$ cat config.mk
export PLATFORM = sky130hd
export DESIGN_NAME = branch_resolve_unit
export DESIGN_NICKNAME = d
export VERILOG_FILES = /design/src/rtl/branch_pkg.sv /design/src/rtl/bru_skid_buffer.sv /design/src/rtl/branch_resolve_unit.sv
export SDC_FILE = /design/constraint.sdc
export NUM_CORES = 1
export LEC_CHECK = 0
export CORE_MARGIN = 1.5
export CORE_UTILIZATION = 40
export CTS_BUF_LIST = sky130_fd_sc_hd__clkbuf_4
export CTS_CLUSTER_DIAMETER = 50
export CTS_CLUSTER_SIZE = 25
export DETAILED_ROUTE_END_ITERATION = 8
export GPL_TIMING_DRIVEN = 0
export PLACE_DENSITY = 0.84
export SLEW_MARGIN = 10
export SYNTH_ARGS = -nofsm -noshare
export SYNTH_HDL_FRONTEND = slang
export SYNTH_SLANG_ARGS = --single-unit
$ cat constraint.sdc
create_clock -name clk -period 4.2 [get_ports clk]
set_clock_uncertainty 0.2 [all_clocks]
set_input_delay 1.05 -clock clk [delete_from_list [all_inputs] [get_ports clk]]
set_output_delay 1.05 -clock clk [all_outputs]
set_load 0.02 [all_outputs]
$ cat src/rtl/branch_pkg.sv
// rtl/branch_pkg.sv - Branch condition encodings, result layout and compare helper shared with decode
package branch_pkg;

    // Width of the default result view; the resolve unit carries its own XLEN parameter.
    localparam int BR_XLEN = 32;

    localparam logic [2:0] BR_BEQ  = 3'b000;
    localparam logic [2:0] BR_BNE  = 3'b001;
    localparam logic [2:0] BR_BLT  = 3'b100;
    localparam logic [2:0] BR_BGE  = 3'b101;
    localparam logic [2:0] BR_BLTU = 3'b110;
    localparam logic [2:0] BR_BGEU = 3'b111;

    typedef struct packed {
        logic               taken;
        logic               illegal;
        logic               mispredict;
        logic [BR_XLEN-1:0] next_pc;
    } br_result_t;

    // funct3 values 010 and 011 are unassigned in the branch opcode space.
    function automatic logic br_is_reserved(input logic [2:0] funct3);
        return (funct3[2:1] == 2'b01);
    endfunction

    // Operands are sign-extended to 64 bits by the caller; sign extension keeps
    // both signed and unsigned ordering, so one compare serves RV32 and RV64.
    function automatic logic br_compare(input logic [2:0]  funct3,
                                        input logic [63:0] a,
                                        input logic [63:0] b);
        logic result;
        result = 1'b0;
        case (funct3)
            BR_BEQ:  result = (a == b);
            BR_BNE:  result = (a != b);
            BR_BLT:  result = ($signed(a) <  $signed(b));
            BR_BGE:  result = ($signed(a) >= $signed(b));
            BR_BLTU: result = (a <  b);
            BR_BGEU: result = (a >= b);
            default: result = 1'b0;
        endcase
        return result;
    endfunction

endpackage

$ cat src/rtl/bru_skid_buffer.sv
// rtl/bru_skid_buffer.sv - Generic 2-entry valid/ready skid buffer with flush and registered ready
module bru_skid_buffer #(
    parameter int DATA_W = 8
) (
    input  logic              i_clk,
    input  logic              i_rst,
    input  logic              i_flush,
    input  logic              i_valid,
    output logic              o_ready,
    input  logic [DATA_W-1:0] i_data,
    output logic              o_valid,
    input  logic              i_ready,
    output logic [DATA_W-1:0] o_data
);

    logic              r_main_valid;
    logic              r_skid_valid;
    logic              r_in_ready;
    logic [DATA_W-1:0] r_main_data;
    logic [DATA_W-1:0] r_skid_data;

    logic w_accept;
    logic w_drain;
    logic w_main_free;

    assign w_accept    = i_valid & r_in_ready;
    assign w_drain     = r_main_valid & i_ready;
    assign w_main_free = ~r_main_valid | w_drain;

    // Main/skid occupancy and data; ready is the registered inverse of next skid occupancy,
    // so an accept can never coincide with a full skid.
    always_ff @(posedge i_clk) begin
        if (i_rst) begin
            r_main_valid <= 1'b0;
            r_skid_valid <= 1'b0;
            r_in_ready   <= 1'b1;
            r_main_data  <= '0;
            r_skid_data  <= '0;
        end else if (i_flush) begin
            r_main_valid <= 1'b0;
            r_skid_valid <= 1'b0;
            r_in_ready   <= 1'b1;
        end else if (w_main_free) begin
            if (r_skid_valid) begin
                r_main_data  <= r_skid_data;
                r_main_valid <= 1'b1;
                r_skid_valid <= 1'b0;
                r_in_ready   <= 1'b1;
            end else begin
                r_main_valid <= w_accept;
                r_in_ready   <= 1'b1;
                if (w_accept) begin
                    r_main_data <= i_data;
                end
            end
        end else if (w_accept) begin
            r_skid_data  <= i_data;
            r_skid_valid <= 1'b1;
            r_in_ready   <= 1'b0;
        end
    end

    assign o_ready = r_in_ready;
    assign o_valid = r_main_valid;
    assign o_data  = r_main_data;

endmodule

$ cat src/rtl/branch_resolve_unit.sv
// rtl/branch_resolve_unit.sv - Branch compare, next-PC and mispredict resolution; BRU_STATS_EN adds counters
module branch_resolve_unit #(
    parameter int XLEN  = 32,
    parameter int CNT_W = 16
) (
    input  logic             clk,
    input  logic             rst,
    input  logic             flush,
    input  logic             in_valid,
    output logic             in_ready,
    input  logic             in_branch,
    input  logic [2:0]       in_funct3,
    input  logic [XLEN-1:0]  in_a,
    input  logic [XLEN-1:0]  in_b,
    input  logic [XLEN-1:0]  in_pc,
    input  logic [XLEN-1:0]  in_imm,
    input  logic             in_pred_taken,
    output logic             out_valid,
    input  logic             out_ready,
    output logic             out_taken,
    output logic [XLEN-1:0]  out_next_pc,
    output logic             out_mispredict,
    output logic             out_illegal,
    output logic [CNT_W-1:0] stat_branches,
    output logic [CNT_W-1:0] stat_mispredicts
);
    import branch_pkg::*;

    // Payload: {branch, taken, illegal, mispredict, next_pc}; branch is kept for the counters.
    localparam int DATA_W = XLEN + 4;

    logic [63:0]       w_a64;
    logic [63:0]       w_b64;
    logic              w_illegal;
    logic              w_taken;
    logic              w_mispredict;
    logic [XLEN-1:0]   w_target;
    logic [XLEN-1:0]   w_seq_pc;
    logic [XLEN-1:0]   w_next_pc;
    logic [DATA_W-1:0] w_in_data;
    logic [DATA_W-1:0] w_out_data;
    logic              w_out_branch;

    assign w_a64 = 64'($signed(in_a));
    assign w_b64 = 64'($signed(in_b));

    assign w_illegal    = in_branch & br_is_reserved(in_funct3);
    assign w_taken      = in_branch & ~w_illegal & br_compare(in_funct3, w_a64, w_b64);
    assign w_target     = in_pc + in_imm;
    assign w_seq_pc     = in_pc + XLEN'(4);
    assign w_next_pc    = w_taken ? w_target : w_seq_pc;
    assign w_mispredict = in_branch & ~w_illegal & (w_taken ^ in_pred_taken);

    assign w_in_data = {in_branch, w_taken, w_illegal, w_mispredict, w_next_pc};

    bru_skid_buffer #(
        .DATA_W (DATA_W)
    ) u_skid (
        .i_clk   (clk),
        .i_rst   (rst),
        .i_flush (flush),
        .i_valid (in_valid),
        .o_ready (in_ready),
        .i_data  (w_in_data),
        .o_valid (out_valid),
        .i_ready (out_ready),
        .o_data  (w_out_data)
    );

    assign w_out_branch   = w_out_data[XLEN+3];
    assign out_taken      = w_out_data[XLEN+2];
    assign out_illegal    = w_out_data[XLEN+1];
    assign out_mispredict = w_out_data[XLEN];
    assign out_next_pc    = w_out_data[XLEN-1:0];

`ifdef BRU_STATS_EN
    logic [CNT_W-1:0] r_stat_branches;
    logic [CNT_W-1:0] r_stat_mispredicts;
    logic             w_out_hs;

    // A handshake in a flush cycle still reaches the consumer, so it is counted.
    assign w_out_hs = out_valid & out_ready;

    // Saturating counters of consumed legal branches and mispredictions; only rst clears them.
    always_ff @(posedge clk) begin
        if (rst) begin
            r_stat_branches    <= '0;
            r_stat_mispredicts <= '0;
        end else begin
            if (w_out_hs && w_out_branch && !out_illegal && (r_stat_branches != '1)) begin
                r_stat_branches <= r_stat_branches + CNT_W'(1);
            end
            if (w_out_hs && out_mispredict && (r_stat_mispredicts != '1)) begin
                r_stat_mispredicts <= r_stat_mispredicts + CNT_W'(1);
            end
        end
    end

    assign stat_branches    = r_stat_branches;
    assign stat_mispredicts = r_stat_mispredicts;
`else
    logic w_unused_branch;
    assign w_unused_branch  = w_out_branch;
    assign stat_branches    = '0;
    assign stat_mispredicts = '0;
`endif

endmodule

==> metrics.csv <==
stage;metric;value;unit
setup_path;Crit Path Category;primary input to flip-flop;
detailed_routing;WL final;23100;µm
detailed_routing;DR WL/cell;17.0;µm
yosys;Post-Synthesis Cells;897;
min_path;HP Class;flip-flop to flip-flop;
layout;# fillers;1301;
global_route;Congestion Overflow GR;0;
sta;post-layout min period;4.35;ns
sta;Slew Viols, Final;0;
clock_network;CTS Sinks;73;
global_route;number of global-route vias before repair;6895;
sta;Rel. slew slack;47.7;%
setup_path;Crit. Startpoint;in_b[25];
yosys;Ys Warns;0;
clock_network;Worst-Skew Late Latency;0.45;ns
status;failing checks;setup timing;
min_path;hold_sp;u_skid.r_skid_data[23];
yosys;Synth Flop Type;dfxtp_1;
detailed_routing;Vias/cell;5.51;
setup_path;R2R Path Start;u_skid.o_ready;
sta;actual slew at the worst max-slew pin;0.778;ns
yosys;Async S/R FF share, synth;0;%
global_route;first-pass GRT wire length;33000;µm
clock_network;CTS tree;built;
floorplanning;Ports;207;
global_route;largest net degree at the start of global routing;12;
setup_path;startpoint types;primary input;
setup_path;r2r setup slk;1.73;ns
min_path;WHS Path Cells;2;
power_and_ir_drop;Pwr per Cell Area;219;nW/µm²
clock_network;Clock Path Buffers;2;
power_and_ir_drop;leakage power;0.00408;µW
setup_path;Register-to-Register Path Depth;8;
setup_path;Crit. End Element;flip-flop;
yosys;#FFs+latches synth;73;
place;routability cong.;0.916;
power_and_ir_drop;maximum VDD drop;131;µV
floorplanning;# rows;46;
layout;Layout area overhead;50.7;%
layout;layout cells sized above 1;19.9;%
place;DP Wirelength;16000;µm
detailed_routing;Pre-antenna DRT Iters;5;
min_path;Hold Path Sink;u_skid.r_skid_data[23];
yosys;Synth Area per Inst;7.27;µm²
setup_path;arrival time at the worst endpoint;4.53;ns
global_route;Tot GR Track Use;24.6;%
place;I/O Buffers;173;
yosys;Mapped Area;6520;µm²
yosys;post-synthesis sequential area ratio;22.4;%
yosys;Post-synth EDFFs;0;
detailed_routing;vias;7476;
sta;final worst path period share;103;%
setup_path;CP max FO;5;
sta;Final setup viols;35;
sta;RSZ-0062 raised after global routing;yes;
setup_path;Reg-to-Reg End;u_skid.o_data[13];
floorplanning;area of the core;15900;µm²
floorplanning;initial core utilization;41.1;%
detailed_routing;Remaining DRCs;0;
sta;Highest Clock Rate;0.230;GHz
floorplanning;die span in x;131;µm
layout;# nets final;1338;
status;run status;complete, but fails checks;
clock_network;H-tree depth;3;
detailed_routing;DRT iter0 DRCs;471;
floorplanning;DIE HEIGHT;131;µm
sta;final setup margin;-0.146;ns
setup_path;worst path required time;4.38;ns
clock_network;Reg clk slew, reported paths;0.11;ns
detailed_routing;Antenna Nets Post-Route;0;
layout;Final Core Density;61.9;%
clock_network;Root Driver;clkbuf_4;
floorplanning;die area;17100;µm²
global_route;initial antenna violation count;1;
yosys;post-synth cell types;59;
run;max cap viols;0;
sta;count of final hold-check violations;0;
power_and_ir_drop;total power draw;2150;µW
clock_network;CTS Buf Count;9;
-- power breakdown --
| group | internal, µW | switching (µW) | total (µW) |
|---|---|---|---|
| sequential | 720 | 16.8 | 737 |
| combinational | 470 | 567 | 1040 |
| clock | 128 | 249 | 377 |
-- placed cells by master (no fill, tap or decap), types with 8 or more instances in the layout --
master,count
clkdlybuf4s50_1,124
nand2_1,85
nor2_1,83
a21oi_1,73
dfxtp_1,73
ha_1,43
buf_4,42
xnor2_1,37
dlygate4sd2_1,36
conb_1,32
inv_1,31
clkbuf_1,26
o21ai_1,24
o21ai_0,24
a21o_1,22
a21oi_2,22
nand4_1,21
nand3_1,21
xor2_1,20
inv_2,17
ha_4,17
and3_1,16
o21ai_4,14
o211ai_1,13
nor3_1,11
clkbuf_4,11
nor2b_1,10
a211oi_1,10
nand2b_1,9
nor2_4,9
nand2_2,9
buf_6,9
o21ai_2,8
-- critical path, stage by stage --
cell and delay, ns:
buf_2 0.10, inv_2 0.06, ha_4 0.20, a21o_1 0.17
a21oi_2 0.13, nor2b_1 0.06, o21ai_1 0.13, nand2b_1 0.09
a21oi_2 0.13, nor2b_1 0.06, o21ai_1 0.12, nand2_1 0.07
a21oi_2 0.13, fa_1 0.47, nor2b_4 0.16, o21ai_4 0.23
nand4_4 0.19, buf_12 0.20, buf_4 0.18, nand2_2 0.09
o21ai_4 0.07, o211ai_1 0.20, o21ai_1 0.11, nor2_1 0.12
-- cell usage after synthesis, drive strengths merged (17+ instances only) --
master | number | area share [%]
inv | 49 | 2.8
a21o | 22 | 2.5
dfxtp | 73 | 22
nand4 | 22 | 2.2
xnor2 | 37 | 5.0
xor2 | 20 | 2.7
and3 | 17 | 1.6
a21oi | 102 | 8.1
o21ai | 70 | 5.5
buf | 46 | 4.8
clkbuf | 28 | 1.6
nand3 | 21 | 1.6
nand2 | 100 | 5.8
nor2 | 95 | 5.5
ha | 64 | 12
-- layer usage --
metal  vias up  share of wire [%]  wire length [µm]  GRT usage (%)
met5         -                  0                 0              0
met1      3385                 38              8840           28.8
met4         0                5.2              1200           12.1
met2       427                 48             11100           43.3
met3        99                8.6              1980           4.19
li1       3565                  -                 -              -
-- stage by stage --
stage / hold WS [ns] / area (µm²) / setup WS, ns / setup TNS (ns) / cells
global placement: 0.241 / 8660 / -1.09 / -60.21 / 1317
floorplan: 0.236 / 6660 / -0.0106 / -0.0192 / 928
finish: 0.259 / 9830 / -0.146 / -1.87 / 1356
CTS: 0.261 / 9340 / -0.0471 / -0.157 / 1347
global route: 0.281 / 9830 / -0.322 / -11.97 / 1356
detailed placement: 0.246 / 8660 / -1.13 / -64.19 / 1317
-- flip-flops by register name, summed over array words and instances (netlist names) --
register / cells
u_skid.r_skid_valid: 1
u_skid.o_ready: 1
u_skid.o_data: 35
u_skid.r_skid_data: 35
u_skid.o_valid: 1
-- cells by family (layout without fill, tap and decap cells) --
| group | count (synthesis) | count (layout) | share of synthesized area (%) |
|---|---|---|---|
| AND/OR/NAND/NOR | 305 | 306 | 21.5 |
| AO/OA/AOI/OAI | 265 | 265 | 25.2 |
| buffers and inverters | 123 | 333 | 9.21 |
| flip-flops | 73 | 73 | 22.4 |
| adder cells (fa/ha/maj) | 66 | 66 | 12.9 |
| XOR/XNOR | 57 | 57 | 7.65 |
| multiplexers | 7 | 7 | 1.07 |
| other | 1 | 33 | 0.0575 |
-- worst max path at each step --
stage	endpoint	slack (ns)
floorplan	u_skid.o_data[30]	-0.01
global placement	u_skid.o_data[2]	-1.09
detailed placement	u_skid.o_data[2]	-1.13
CTS	u_skid.r_skid_data[31]	-0.05
global route	u_skid.o_data[20]	-0.32
finish	u_skid.o_data[20]	-0.15
-- layout make-up --
type / count / area (µm²) / share of cell area (%)
Clock buffer: 11 / 82.6 / 0.840
Multi-Input combinational cell: 733 / 5420 / 55.1
Antenna cell: 1 / 2.50 / 0.0254
Clock inverter: 5 / 22.5 / 0.229
Sequential cell: 73 / 1460 / 14.9
Tap cell: 216 / 270 / 2.75
Inverter: 49 / 186 / 1.90
Buffer: 73 / 457 / 4.64
Timing Repair Buffer: 195 / 1930 / 19.6
-- timing repair --
action / CTS / global route
hold buffers: 0 / 0
setup buffers: 8 / 10
gates resized for setup: 177 / 121
setup endpoints to repair: 68 / 66
gates cloned: 6 / 0
pin swaps: 51 / 70
Power figures use the tool's default switching activity.
